### src/rtl/lcd_cmd_dispatch.sv
// Command front-end for the LCD controller: buffers host commands in a FIFO and
// issues them one at a time when the controller is idle, pausing after a Write.
module lcd_cmd_dispatch #(
    parameter int DEPTH = 16,
    parameter int AW    = 4
) (
    input  logic          clk,
    input  logic          reset,
    input  logic [3:0]    host_cmd,
    input  logic          host_valid,
    output logic          host_ready,
    output logic [3:0]    cmd,
    output logic          cmd_valid,
    input  logic          busy,
    input  logic          done,
    output logic [AW:0]   fifo_count,
    output logic [7:0]    drop_cnt,
    output logic          seq_done
);

    localparam logic [0:0]  RUN       = 1'b0;
    localparam logic [0:0]  WAIT_DONE = 1'b1;
    localparam logic [AW:0] FULL_CNT  = (AW+1)'(DEPTH);

    logic [3:0]    mem_q [DEPTH];
    logic [AW-1:0] wptr_q, wptr_d;
    logic [AW-1:0] rptr_q, rptr_d;
    logic [AW:0]   count_q, count_d;
    logic [3:0]    cmd_q, cmd_d;
    logic          cmd_valid_q, cmd_valid_d;
    logic          seq_done_q, seq_done_d;
    logic [7:0]    drop_q, drop_d;
    logic [0:0]    state_q, state_d;

    logic          full, empty, accept, push, drop, pop;
    logic [3:0]    head;

    assign full       = (count_q == FULL_CNT);
    assign empty      = (count_q == '0);
    assign head       = mem_q[rptr_q];
    assign host_ready = !full;
    assign cmd        = cmd_q;
    assign cmd_valid  = cmd_valid_q;
    assign seq_done   = seq_done_q;
    assign fifo_count = count_q;
    assign drop_cnt   = drop_q;

    always_comb begin
        accept = host_valid && !full;
        push   = accept && (host_cmd < 4'd12);
        drop   = accept && (host_cmd >= 4'd12);
        // cmd_valid_q in the term forces an idle guard cycle between issues
        pop    = (state_q == RUN) && !empty && !busy && !cmd_valid_q;

        wptr_d = push ? wptr_q + AW'(1) : wptr_q;
        rptr_d = pop  ? rptr_q + AW'(1) : rptr_q;

        count_d = count_q;
        case ({push, pop})
            2'b10:   count_d = count_q + (AW+1)'(1);
            2'b01:   count_d = count_q - (AW+1)'(1);
            default: count_d = count_q;
        endcase

        drop_d = (drop && (drop_q != 8'hFF)) ? drop_q + 8'd1 : drop_q;

        cmd_d       = pop ? head : cmd_q;
        cmd_valid_d = pop;

        state_d    = state_q;
        seq_done_d = 1'b0;
        case (state_q)
            RUN: begin
                if (pop && (head == 4'd0)) state_d = WAIT_DONE;
            end
            WAIT_DONE: begin
                if (done) begin
                    state_d    = RUN;
                    seq_done_d = 1'b1;
                end
            end
            default: state_d = RUN;
        endcase
    end

    always_ff @(posedge clk) begin
        if (push) mem_q[wptr_q] <= host_cmd;
    end

    always_ff @(posedge clk) begin
        if (reset) begin
            wptr_q      <= '0;
            rptr_q      <= '0;
            count_q     <= '0;
            cmd_q       <= '0;
            cmd_valid_q <= 1'b0;
            seq_done_q  <= 1'b0;
            drop_q      <= '0;
            state_q     <= RUN;
        end else begin
            wptr_q      <= wptr_d;
            rptr_q      <= rptr_d;
            count_q     <= count_d;
            cmd_q       <= cmd_d;
            cmd_valid_q <= cmd_valid_d;
            seq_done_q  <= seq_done_d;
            drop_q      <= drop_d;
            state_q     <= state_d;
        end
    end

endmodule

### config.mk
export PLATFORM = sky130hd
export DESIGN_NAME = lcd_cmd_dispatch
export DESIGN_NICKNAME = d
export VERILOG_FILES = /design/src/rtl/lcd_cmd_dispatch.sv
export SDC_FILE = /design/constraint.sdc
export NUM_CORES = 1
export LEC_CHECK = 0
export BUFFER_PORTS_ARGS = -buffer_cell sky130_fd_sc_hd__clkbuf_2
export CAP_MARGIN = 25
export CORE_MARGIN = 5
export CORE_UTILIZATION = 40
export CTS_CLUSTER_SIZE = 30
export DETAILED_ROUTE_END_ITERATION = 16
export MAX_ROUTING_LAYER = met4
export PLACE_DENSITY = 0.64
export SYNTH_ARGS = -nofsm -noshare
export SYNTH_HDL_FRONTEND = slang
export SYNTH_SLANG_ARGS = --single-unit
### constraint.sdc
create_clock -name clk -period 2.9 [get_ports clk]
set_input_delay 0 -clock clk [delete_from_list [all_inputs] [get_ports clk]]
set_output_delay 0 -clock clk [all_outputs]
set_load 0.01 [all_outputs]
Word-level counts from Yosys, hierarchy flattened
Memories as Yosys holds them, arrays and structs flattened. A register that Yosys moved wholly into a read port is not among the register bits.
Cells that the tools add are included.

cells by class
  add/sub/neg operators = 5
  order comparisons = 2
  eq/ne operators = 4
  muxes and demuxes = 9
  bitwise logic cells = 1
  reductions and logical operators = 16

operators with widths
  kind                   count
  $pmux W5 S2            1
  $add A4 B1 Y4 const B  2
  $add A8 B1 Y8 const B  1
  $logic_and A1 B1 Y1    8
  $mux W4                2
  $ne A8 B8 Y1 const B   1
  $add A5 B1 Y5 const B  1
  $eq A5 B5 Y1 const B   1
  $logic_not A5 Y1       1
  $mux W1                5
  $sub A5 B1 Y5 const B  1
  $ge A4 B4 Y1 const B   1
  $logic_not A1 Y1       4
  $logic_not A4 Y1       1
  $lt A4 B4 Y1 const B   1
  $eq A2 B1 Y1 const B   1
  $eq A2 B2 Y1 const B   1
  $pmux W1 S2            1
  $reduce_bool A2 Y1     1
  $reduce_or A2 Y1       1
  $not A1 Y1             1

word-level totals
  flip-flop bits (word level) = 28
  RAM bits = 64
  output and inout port bits = 20
  logic and storage cells = 46
  memories kept = 1

memories
  name   depth  width  rd ports  clocked after Yosys merged registers in  wr ports  RTL line  RTL
  mem_q  16     4      1         1                                        1         25        logic [3:0] mem_q [DEPTH];

Logic depth before layout (Yosys ltp)
  depth in word-level cells = 8
  mapped depth = 13

Worst setup path before layout
Ideal clock, no wire load.

  path type = flip-flop to flip-flop
  from = register count_q[1], in the netlist fifo_count[1]
  to = register count_q[4], in the netlist fifo_count[4]
  arrival time = 2.653 ns
  required time = 2.830 ns
  setup slack = 0.178 ns
  cell stages (with the launch flop) = 14
  buffers on the path = 2
  period minus slack after synthesis = 2.722 ns
  cells stage by stage = dfxtp_1 -> buf_6 -> nor4_4 -> a2111o_4 -> inv_6 -> ha_1 -> buf_2 -> xor2_1 -> ha_1 -> a21o_1 -> o211ai_1 -> a31oi_1 -> or3_1 -> a21oi_1

between the ends
  word-level cells in the longest chain between the ends = 7

ends and longest elaborated chain
  what                                                      RTL line  RTL
  start, declared                                           28        logic [AW:0] count_q, count_d;
  start signal, assigned                                    103       count_q <= count_d;
  $logic_not A5 Y1 (*)                                      39        assign empty = (count_q == '0);
  $logic_not A1 Y1 (*)                                      53        pop = (state_q == RUN) && !empty && !busy && !cmd_valid_q;
  $logic_and A1 B1 Y1 (*) (3 in series)                     53
  net cmd_valid_d                                           30        logic cmd_valid_q, cmd_valid_d;
  $eq A2 B1 Y1 / $eq A2 B2 Y1 (equally long branches)       59        case ({push, pop})
  $pmux W5 S2 / $reduce_bool A2 Y1 (equally long branches)  n/a

The timed path passes the listed nets; every way through them passes the cells marked *.
A chain may end at the register's enable or synchronous reset.

Final worst setup path
  from = register count_q[2], in the netlist fifo_count[2]
  to = register count_q[4], in the netlist fifo_count[4]

Same word-level chain as after synthesis.

==> metrics.log <==
[metrics] syn_nets: 303
[metrics] cell with the largest stage delay on the worst path: sky130_fd_sc_hd__a2111o_4
[metrics] flip-flop and latch count after synthesis: 96
[metrics] layout overhead on the synthesized area: 12.5%
[metrics] vias in the first global route: 2353
[metrics] synthesized area per cell: 14.4 µm²
[metrics] final routed DRC violation total: 0
[metrics] number of cell instances on the worst register-to-register path: 11
[metrics] deepest clock path buffer count: 2
[metrics] count of inserted antenna diode cells: 0
[metrics] pre-CTS setup slack: 164 ps
[metrics] run status: finished clean
[metrics] cell with the most instances on the worst path: sky130_fd_sc_hd__ha_1
[metrics] post-synth design cell area: 0.00410 mm²
[metrics] first-pass GRT wire length: 12800 µm
[metrics] weighted congestion at the end of routability-driven global placement: 0.756
[metrics] largest net degree at the start of global routing: 28
[metrics] Largest stage delay, worst path: 560 ps
[metrics] final antenna-violating net count: 0
[metrics] ratio of cells with drive above 1 in the final layout: 0.219
[metrics] slack of the critical path: 158 ps
[metrics] cells traversed along the worst timing path: nor4_4, a2111o_4, inv_6, ha_1, xor2_1, ha_1, a21o_1, o211ai_1, a31oi_1, or3_1, a21oi_1
[metrics] global-route congestion overflow total: 0
[metrics] initial DRC count: 271
[metrics] clock latency at the later pin of the worst-skew pair: 340 ps
[metrics] startpoint of the worst setup timing path: fifo_count[2]
[metrics] floorplan die width: 111 µm
[metrics] number of H-tree branching levels: 3
[metrics] non-filler cells, final: 465
[metrics] area of the core: 0.0102 mm²
[metrics] maximum capacitance violations: 0
[metrics] post-synthesis cell count: 285
[metrics] number of endpoints with negative hold slack in the final report: 0
[metrics] net total in the final layout: 342
[metrics] top-level I/O count: 29
[metrics] launch point of the worst reg-to-reg path: fifo_count[2]
[metrics] clock tree from TritonCTS: done
[metrics] RSZ-0062 raised after global routing: no
[metrics] Most used DFF post-synth: sky130_fd_sc_hd__edfxtp_1
[metrics] Storage cell area: 0.00256 mm²
[metrics] average vias per placed instance: 5.04
[metrics] kind of cell adding the most delay to the critical path: compound AO/OA/AOI/OAI gates
[metrics] headroom to the max-slew limit: 0.478
[metrics] number of warnings reported in the yosys synthesis log: 0
[metrics] WP depth: 11
[metrics] overall via count from detail_route: 2344
[metrics] Layout Skew: 7.42 ps
[metrics] wirelength, routed: 7740 µm
[metrics] Sink Count: 96
[metrics] total global routing track utilization: 0.135
[metrics] final period utilization: 0.946
[metrics] # setup viols final: 0
[metrics] achievable clock frequency: 365 MHz
[metrics] die area: 0.0124 mm²
[metrics] Synth async-reset ratio: 0
[metrics] multi-input gate area in the final layout: 0.00140 mm²
[metrics] CTS Buf Count: 9
[metrics] Seq/Total Area, Yosys: 0.625
[metrics] capture point of the worst path: fifo_count[4]
[metrics] power density over cell area: 740 mW/mm²
[metrics] dpl hpwl: 5490 µm
[metrics] count of pins over their slew limit: 0
[metrics] category of the worst setup path capture point: register
[metrics] per-cell routed wire length: 16.7 µm
[metrics] startpoint type of the worst setup path: register
[metrics] Leak Pwr: 1.64 nW
[metrics] Critical Path Fanout Max: 10
[metrics] min-delay worst type: in -> reg
[metrics] required time worst endpoint: 3170 ps
[metrics] root buffer cell: sky130_fd_sc_hd__clkbuf_8
[metrics] type of the worst setup path: reg -> reg
[metrics] leading cell type in the layout, fill and taps excluded: sky130_fd_sc_hd__edfxtp_1
[metrics] actual transition at the worst max-transition pin: 777 ps
[metrics] worst ir drop on vdd: 293 µV
[metrics] vertical extent of the die: 111 µm
[metrics] number of buffer and inverter instances along the worst setup path: 1
[metrics] most area-consuming cells after synthesis: sky130_fd_sc_hd__edfxtp_1, sky130_fd_sc_hd__dfxtp_1, sky130_fd_sc_hd__mux4_1
[metrics] capture instance of the worst register-to-register path: fifo_count[4]
[metrics] number of detailed-routing iterations run before antenna repair: 4
[metrics] clock-pin slew of the registers on the worst-case setup and hold paths: 90 ps
[metrics] antenna violations before repair: 0
[metrics] data arrival time of the critical path: 3010 ps
[metrics] shortest clock period the worst path allows after layout: 2740 ps
[metrics] area share of the largest cell type after synthesis: 0.469
[metrics] post-synth cell types: 50
[metrics] largest area contributor in the netlist: sky130_fd_sc_hd__edfxtp_1
[metrics] worst setup slack for register-to-register paths: 160 ps
[metrics] FP Rows: 37
[metrics] count of input and output buffers: 28
[metrics] commonest cells after routing, fill and taps aside: sky130_fd_sc_hd__edfxtp_1, sky130_fd_sc_hd__nor2_1, sky130_fd_sc_hd__dfxtp_1
[metrics] Initial Utilization: 0.403
[metrics] Filler Cells Inserted: 902
[metrics] placed cell count: 446
[metrics] sum of negative setup slack: 0 ps
[metrics] number of flops mapped to enable cells by yosys: 64
-- report_power, final --
part	total, W	switching [W]	internal [W]
Sequential	0.00165	0.000103	0.00155
Clock	0.000884	0.000458	0.000426
Combinational	0.000881	0.000462	0.000419
-- Yosys cell counts, types with 6 or more instances --
library cell and number:
sky130_fd_sc_hd__nand2_1 21, sky130_fd_sc_hd__nand3_1 7, sky130_fd_sc_hd__mux4_2 8, sky130_fd_sc_hd__edfxtp_1 64
sky130_fd_sc_hd__inv_1 7, sky130_fd_sc_hd__mux4_1 8, sky130_fd_sc_hd__mux2i_1 6, sky130_fd_sc_hd__xor2_1 12
sky130_fd_sc_hd__dfxtp_1 32, sky130_fd_sc_hd__ha_1 9, sky130_fd_sc_hd__nor2_1 34, sky130_fd_sc_hd__a21oi_1 8
-- logic make-up (layout without fill, tap and decap cells) --
kind of cell	count (synthesis)	count (layout)	synth area share
multiplexers	22	22	0.110
AND/OR/NAND/NOR	93	93	0.113
AO/OA/AOI/OAI	28	28	0.0567
XOR/XNOR	16	16	0.0342
adder cells (fa/ha/maj)	9	9	0.0275
flip-flops	96	96	0.625
buffers and inverters	21	65	0.0339
-- stage by stage --
stage / total power, W / cell area (µm²) / utilization / hold slack (ps)
6_report: 0.00342 / 4620 / 0.453 / 100
5_1_grt: 0.00361 / 4620 / 0.453 / 99.8
4_1_cts: 0.00343 / 4610 / 0.452 / 99.9
3_5_place_dp: 0.00255 / 4380 / 0.430 / 289
3_3_place_gp: 0.00253 / 4380 / 0.430 / 291
2_1_floorplan: 0.00230 / 4100 / - / 98.9
-- flip-flops by register name (all words and copies together) (netlist names), named ones only --
register and flops:
seq_done 1, wptr_q 4, cmd 4, state_q 1, mem_q 64, drop_cnt 8
cmd_valid 1, rptr_q 4, fifo_count 5
-- cell type report --
cell class | count | share of cell area
clock inverter | 6 | 0.0146
multi-input combinational | 168 | 0.303
inverter | 8 | 0.00759
tap | 136 | 0.0369
timing repair buffer | 41 | 0.0526
clock buffer | 10 | 0.0298
sequential | 96 | 0.555
-- layer usage --
| layer | vias to the layer above | routed length, µm | track usage |
|---|---|---|---|
| met3 | 5 | 294 | 0.0246 |
| met2 | 36 | 3790 | 0.209 |
| li1 | 1141 | - | - |
| met4 | 0 | 72 | 0.0414 |
| met5 | - | 0 | - |
| met1 | 1162 | 3580 | 0.181 |
-- worst min-delay path by stage --
stage / startpoint / endpoint / slack (ps) / cells after the start
2_1_floorplan: host_cmd[0] / mem_q[0][0] / 100 / 0
3_3_place_gp: done / seq_done / 290 / 2
3_5_place_dp: done / seq_done / 290 / 2
4_1_cts: host_cmd[1] / mem_q[10][1] / 100 / 1
5_1_grt: host_cmd[1] / mem_q[10][1] / 100 / 1
6_report: host_cmd[1] / mem_q[10][1] / 100 / 1
-- timing repair --
item | 4_1_cts | 5_1_grt
gates resized for setup | 0 | 0
endpoints found under the setup margin | 0 | 1
buffers inserted | 0 | 1
hold buffers | 2 | 0
hold endpoints to repair | 2 | 0
-- worst reg2reg max path: stages, from the launching register on --
cell,delay [ps]
sky130_fd_sc_hd__dfxtp_1,510
sky130_fd_sc_hd__nor4_4,100
sky130_fd_sc_hd__a2111o_4,560
sky130_fd_sc_hd__inv_6,120
sky130_fd_sc_hd__ha_1,200
sky130_fd_sc_hd__xor2_1,80
sky130_fd_sc_hd__ha_1,180
sky130_fd_sc_hd__a21o_1,190
sky130_fd_sc_hd__o211ai_1,190
sky130_fd_sc_hd__a31oi_1,70
sky130_fd_sc_hd__or3_1,320
sky130_fd_sc_hd__a21oi_1,160
Note: power is estimated with default switching activity, not from simulation.
